==> src/rtl/lock_ctrl.sv <==
// lock_ctrl: combination-lock sequencer (code entry, inactivity timeout, open/fail/lockout holds, LEDs).
// Define LOCK_PROG_EN to allow reprogramming the code from OPEN through the PROG state.
module lock_ctrl #(
    parameter int unsigned           CODE_LEN     = 4,
    parameter logic [2*CODE_LEN-1:0] DEFAULT_CODE = 8'b00_01_10_11,
    parameter int unsigned           TIMEOUT      = 50_000_000,
    parameter int unsigned           OPEN_CYCLES  = 150_000_000,
    parameter int unsigned           FAIL_CYCLES  = 25_000_000,
    parameter int unsigned           MAX_FAIL     = 3,
    parameter int unsigned           LOCK_CYCLES  = 500_000_000
) (
    input  logic       clk,
    input  logic       rstn,
    input  logic [3:0] key_in,
    output logic [3:0] led,
    output logic       unlocked
);
    localparam int unsigned MAX_AB   = (TIMEOUT > OPEN_CYCLES) ? TIMEOUT : OPEN_CYCLES;
    localparam int unsigned MAX_CD   = (FAIL_CYCLES > LOCK_CYCLES) ? FAIL_CYCLES : LOCK_CYCLES;
    localparam int unsigned MAX_HOLD = (MAX_AB > MAX_CD) ? MAX_AB : MAX_CD;
    localparam int unsigned TW       = $clog2(MAX_HOLD) + 1;
    localparam int unsigned IW       = (CODE_LEN > 2) ? $clog2(CODE_LEN) : 1;
    localparam int unsigned FW       = $clog2(MAX_FAIL + 1);

    // Timers are loaded with N-1 so a state loaded at edge n is left at edge n+N.
    localparam logic [TW-1:0] T_ENTRY  = TW'(TIMEOUT - 1);
    localparam logic [TW-1:0] T_OPEN   = TW'(OPEN_CYCLES - 1);
    localparam logic [TW-1:0] T_FAIL   = TW'(FAIL_CYCLES - 1);
    localparam logic [TW-1:0] T_LOCK   = TW'(LOCK_CYCLES - 1);
    localparam logic [IW-1:0] LAST_IDX = IW'(CODE_LEN - 1);
    localparam logic [FW-1:0] FAIL_LIM = FW'(MAX_FAIL);

    typedef enum logic [2:0] {
        S_IDLE, S_ENTRY, S_OPEN, S_FAIL, S_LOCKOUT
`ifdef LOCK_PROG_EN
        , S_PROG
`endif
    } state_t;

    state_t                r_state;
    logic [TW-1:0]         r_timer;
    logic [IW-1:0]         r_idx;
    logic [FW-1:0]         r_fail_cnt;
    logic                  r_err;
    logic [3:0]            r_led;
    logic                  r_unlocked;
    logic [2*CODE_LEN-1:0] w_code;
    logic                  w_press;
    logic [1:0]            w_key;
    logic [1:0]            w_digit;
    logic                  w_miss;
    logic [FW-1:0]         w_fail_nxt;

`ifdef LOCK_PROG_EN
    logic [2*CODE_LEN-1:0]     r_code;
    logic [2*(CODE_LEN-1)-1:0] r_shadow;
    assign w_code = r_code;
`else
    assign w_code = DEFAULT_CODE;
`endif

    assign w_press    = $onehot(key_in);
    assign w_miss     = r_err | (w_key != w_digit);
    assign w_fail_nxt = r_fail_cnt + FW'(1);
    assign led        = r_led;
    assign unlocked   = r_unlocked;

    always_comb begin
        w_key = 2'd0;
        case (key_in)
            4'b0010: w_key = 2'd1;
            4'b0100: w_key = 2'd2;
            4'b1000: w_key = 2'd3;
            default: w_key = 2'd0;
        endcase
    end

    always_comb begin
        w_digit = w_code[2*CODE_LEN-1 -: 2];
        for (int unsigned i = 0; i < CODE_LEN; i++)
            if (r_idx == IW'(i)) w_digit = w_code[2*(CODE_LEN-1-i) +: 2];
    end

    function automatic logic [3:0] led_of(input state_t s);
        case (s)
            S_OPEN:    led_of = 4'b0001;
            S_ENTRY:   led_of = 4'b0010;
`ifdef LOCK_PROG_EN
            S_PROG:    led_of = 4'b0010;
`endif
            S_FAIL:    led_of = 4'b0100;
            S_LOCKOUT: led_of = 4'b1000;
            default:   led_of = 4'b0000;
        endcase
    endfunction

    always_ff @(posedge clk or negedge rstn) begin
        if (!rstn) begin
            r_state    <= S_IDLE;
            r_timer    <= '0;
            r_idx      <= '0;
            r_fail_cnt <= '0;
            r_err      <= 1'b0;
            r_led      <= '0;
            r_unlocked <= 1'b0;
`ifdef LOCK_PROG_EN
            r_code     <= DEFAULT_CODE;
            r_shadow   <= '0;
`endif
        end else begin
            case (r_state)
                S_IDLE: if (w_press) begin
                    r_state <= S_ENTRY;
                    r_led   <= led_of(S_ENTRY);
                    r_err   <= (w_key != w_digit);
                    r_idx   <= IW'(1);
                    r_timer <= T_ENTRY;
                end
                S_ENTRY: if (w_press) begin
                    if (r_idx == LAST_IDX) begin
                        r_idx <= '0;
                        if (!w_miss) begin
                            r_state    <= S_OPEN;
                            r_led      <= led_of(S_OPEN);
                            r_unlocked <= 1'b1;
                            r_fail_cnt <= '0;
                            r_timer    <= T_OPEN;
                        end else if (w_fail_nxt == FAIL_LIM) begin
                            r_state    <= S_LOCKOUT;
                            r_led      <= led_of(S_LOCKOUT);
                            r_fail_cnt <= w_fail_nxt;
                            r_timer    <= T_LOCK;
                        end else begin
                            r_state    <= S_FAIL;
                            r_led      <= led_of(S_FAIL);
                            r_fail_cnt <= w_fail_nxt;
                            r_timer    <= T_FAIL;
                        end
                    end else begin
                        r_idx   <= r_idx + IW'(1);
                        r_err   <= w_miss;
                        r_timer <= T_ENTRY;
                    end
                end else if (r_timer == '0) begin
                    r_state <= S_IDLE;
                    r_led   <= led_of(S_IDLE);
                    r_idx   <= '0;
                end else begin
                    r_timer <= r_timer - TW'(1);
                end
                S_OPEN:
`ifdef LOCK_PROG_EN
                if (key_in[0] && key_in[3]) begin
                    r_state    <= S_PROG;
                    r_led      <= led_of(S_PROG);
                    r_unlocked <= 1'b0;
                    r_idx      <= '0;
                    r_timer    <= T_ENTRY;
                end else
`endif
                if (r_timer == '0) begin
                    r_state    <= S_IDLE;
                    r_led      <= led_of(S_IDLE);
                    r_unlocked <= 1'b0;
                end else begin
                    r_timer <= r_timer - TW'(1);
                end
                S_FAIL: if (r_timer == '0) begin
                    r_state <= S_IDLE;
                    r_led   <= led_of(S_IDLE);
                end else begin
                    r_timer <= r_timer - TW'(1);
                end
                S_LOCKOUT: if (r_timer == '0) begin
                    r_state    <= S_IDLE;
                    r_led      <= led_of(S_IDLE);
                    r_fail_cnt <= '0;
                end else begin
                    r_timer <= r_timer - TW'(1);
                end
`ifdef LOCK_PROG_EN
                // Shadow holds all but the last digit; the last press commits directly.
                S_PROG: if (w_press) begin
                    if (r_idx == LAST_IDX) begin
                        r_code  <= {r_shadow, w_key};
                        r_state <= S_IDLE;
                        r_led   <= led_of(S_IDLE);
                        r_idx   <= '0;
                    end else begin
                        for (int unsigned i = 0; i < CODE_LEN - 1; i++)
                            if (r_idx == IW'(i)) r_shadow[2*(CODE_LEN-2-i) +: 2] <= w_key;
                        r_idx   <= r_idx + IW'(1);
                        r_timer <= T_ENTRY;
                    end
                end else if (r_timer == '0) begin
                    r_state <= S_IDLE;
                    r_led   <= led_of(S_IDLE);
                    r_idx   <= '0;
                end else begin
                    r_timer <= r_timer - TW'(1);
                end
`endif
                default: begin
                    r_state    <= S_IDLE;
                    r_led      <= '0;
                    r_unlocked <= 1'b0;
                    r_idx      <= '0;
                end
            endcase
        end
    end
endmodule

==> config.mk <==
export PLATFORM = sky130hd
export DESIGN_NAME = lock_ctrl
export DESIGN_NICKNAME = d
export VERILOG_FILES = /design/src/rtl/lock_ctrl.sv
export SDC_FILE = /design/constraint.sdc
export NUM_CORES = 1
export LEC_CHECK = 0
export ABC_AREA = 1
export CAP_MARGIN = 0
export CORE_MARGIN = 5
export CORE_UTILIZATION = 55
export DETAILED_ROUTE_END_ITERATION = 6
export PLACE_DENSITY_LB_ADDON = 0.1
export SYNTH_ARGS = -nofsm -noshare
export SYNTH_HDL_FRONTEND = slang
export SYNTH_SLANG_ARGS = --single-unit
==> constraint.sdc <==
create_clock -name clk -period 2 [get_ports clk]
set_clock_uncertainty 0.05 [all_clocks]
set_input_delay 0.4 -clock clk [delete_from_list [all_inputs] [get_ports clk]]
set_output_delay 0.4 -clock clk [all_outputs]
set_load 0.02 [all_outputs]
==> metrics <==
Synth Area in XOR/XNOR 1.55%; measured slew at the worst slew-check pin 0.540 ns; Pwr Density 418 nW/um^2; first-pass GRT wire length 17,900 um; CP required 2.16 ns; Routed WL per cell 16.5 um; initial core utilization 57.0%; Hold Violations, Final 0; slew margin rel. 63.9%; overall power 1860 uW; Most used DFF post-synth dfrtp_1; # clock sinks 43; total CTS buffers 5; I/O pin cnt 11; GRT overflow 0; drt pass-1 iters 6; fraction of registers with async set/reset 100%; worst setup path end led[1]; DRT Wirelength 11,000 um; flop2flop setup slack 0.02 ns; unrepaired setup endpoints after global routing yes; yosys warns 0; die area 7840 um^2; post-route ant nets 0; Core Area 5960 um^2; sequential fraction of the synthesis area 31.7%; # fillers 443; register bit total from synthesis 43; Crit. End Element register; Synth Cell Area 3390 um^2; HP Class in -> async; Max H-tree Level 2; num rows 28; cell count of the worst reg-to-reg path 9; Pleak 0.00216 uW; FF/Latch Area 1080 um^2; min Tclk post-route 2.32 ns; Post-Synth Adder-Cell Area 4.28%; simple-gate share of the synthesized area 42.3%; Die Y 88.5 um; area occupied by multi-input gates 2200 um^2; routed vias 3,819; initial drt markers 385; Final Cycle Share 116%; final worst setup slack -0.323 ns; EDFF count, synth 0; Final #Nets 604; Syn Nets 522; Reg2Reg Capture Point r_state[0]; Clk Latency, worst-skew pair 0.31 ns; setup violators final 43; Final HPWL DP 8360 um; violated checks setup timing; number of max-cap violations 0; cell chosen for the clock root clkbuf_8; diode count 0; DR vias/cell 5.76; antenna violations before repair 0; Max Slew Vio Count 0; Crit Path Class in -> reg; Area growth syn-to-layout 31.3%; FF-to-FF Start r_timer[8]; routability cong. 0.999; GR Util All Layers 29.9%; DR DRC count 0; CTS tree built; clock-pin transition on the worst setup and hold timing paths 0.09 ns; Syn Area/Cell 6.72 um^2; Mapped Cells 505; largest net degree at the start of global routing 24; layout cells sized above 1 26.2%; dpl ws -1.19 ns; fmax 430 MHz; status finished with violations; Synth cell types 40; Buffers on Ports 10; Worst setup SP type input pin; number of global-route vias before repair 3,780; mux cell area share after synthesis 0%; Synth Area in Compound Gates 11.0%; Worst Path Max Fanout 4; maximum VDD drop 332 uV; main combinational cell family by area after synthesis simple AND/OR/NAND/NOR gates; CP Launch Point key_in[0]; Max Root-Sink Buffers 2; Crit path arrival time 2.48 ns; Die W 88.5 um
[repair_timing]
item | 4_1_cts | 5_1_grt
cloned | 1 | 0
buffers inserted | 7 | 3
hold buffers | 0 | 0
pin swaps | 24 | 15
endpoints found under the setup margin | 43 | 43
resized for setup | 52 | 15
[worst max-delay path, stage by stage]
cell and delay (ns):
buf_8 0.09, inv_12 0.03, fa_1 0.54, inv_2 0.04, ha_4 0.15, ha_4 0.21, nor3_4 0.19, buf_6 0.16
nand2_8 0.07, nor2_4 0.21, nor2_2 0.08, nand3_1 0.11, nand2_2 0.08, nand2_1 0.06, o21ai_1 0.06
[layout make-up]
cell class,instances,share of cell area [%]
multi-input combinational,388,49.4
sequential,43,24.2
timing repair buffer,80,15.2
inverter,68,6.52
tap,75,2.11
clock buffer,5,1.54
clock inverter,3,0.983
timing repair inverter,1,0.140
[cells by family after synthesis]
group | count (synthesis)
AO/OA/AOI/OAI | 60
flip-flops | 43
adder cells (fa/ha/maj) | 11
XOR/XNOR | 6
buffers and inverters | 74
AND/OR/NAND/NOR | 311
[worst min path at each step]
stage	end	slack, ns
global placement	r_timer[26]	0.35
global route	r_timer[24]	0.04
CTS	r_timer[24]	0.02
floorplan	led[0]	0.05
finish	r_timer[28]	0.01
detailed placement	r_timer[28]	0.35
[power by group]
part           switching [uW]  internal [uW]  total [uW]
Sequential               3.16            876         879
Combinational             155            109         265
Clock                     344            373         717
[through the flow]
stage	hold WS, ns	util, %	TNS [ns]	instances	area (um^2)
final	0.0111	74.8	-9.68	663	4450
after global routing	0.0417	74.8	-13.06	663	4450
after CTS	0.0222	73.6	-11.54	661	4380
after detailed placement	0.354	68.7	-46.20	646	4090
after global placement	0.349	68.7	-44.94	646	4090
after floorplan	0.0544	-	-17.86	505	3460
[cell usage after synthesis (2+ instances only)]
cell	number	area [um^2]
dfrtp_1	43	1080
ha_1	10	125
o21ai_0	14	70.1
nor3_1	7	35.0
inv_1	59	221
xor2_1	6	52.6
inv_2	4	15.0
nor2_1	84	315
nand4_1	14	87.6
nor2_4	5	56.3
o211ai_1	4	30.0
o21ai_1	8	40.0
inv_4	2	12.5
nand3_1	62	310
nor2_2	6	37.5
nand2_1	122	458
nand3_2	3	30.0
a21oi_1	17	85.1
nor3_4	2	32.5
nand2_4	4	45.0
a22oi_1	3	22.5
buf_4	2	15.0
o21bai_1	7	52.6
[flip-flops by register name, indices dropped and copies added (netlist names)]
register,cells
r_fail_cnt,2
r_err,1
r_state,3
led,4
unlocked,1
r_idx,2
r_timer,30
[placed cells by master (no fill, tap or decap), drive strengths merged]
cell type      netlist  final
nand2              127    127
nor2                96     96
buf                  5     74
inv                 67     68
nand3               65     65
dfrtp               43     43
o21ai               24     24
a21oi               17     17
nand4               14     14
ha                  10     10
nor3                 9      9
o21bai               7      7
xor2                 6      6
clkdlybuf4s50        0      6
clkbuf               1      5
o211ai               4      4
clkinv               1      3
a22oi                3      3
o221ai               1      1
o21a                 1      1
a22o                 1      1
a31oi                1      1
o21ba                1      1
fa                   1      1
bufinv               0      1
[layer usage]
| layer | track usage, % | vias up | routed length (um) |
|---|---|---|---|
| met4 | 14.4 | 0 | 488 |
| met2 | 52.4 | 183 | 5460 |
| li1 | - | 1800 | - |
| met3 | 5.49 | 50 | 736 |
| met5 | 0 | - | 0 |
| met1 | 35.3 | 1786 | 4280 |
(Power assumes the default switching activity.)
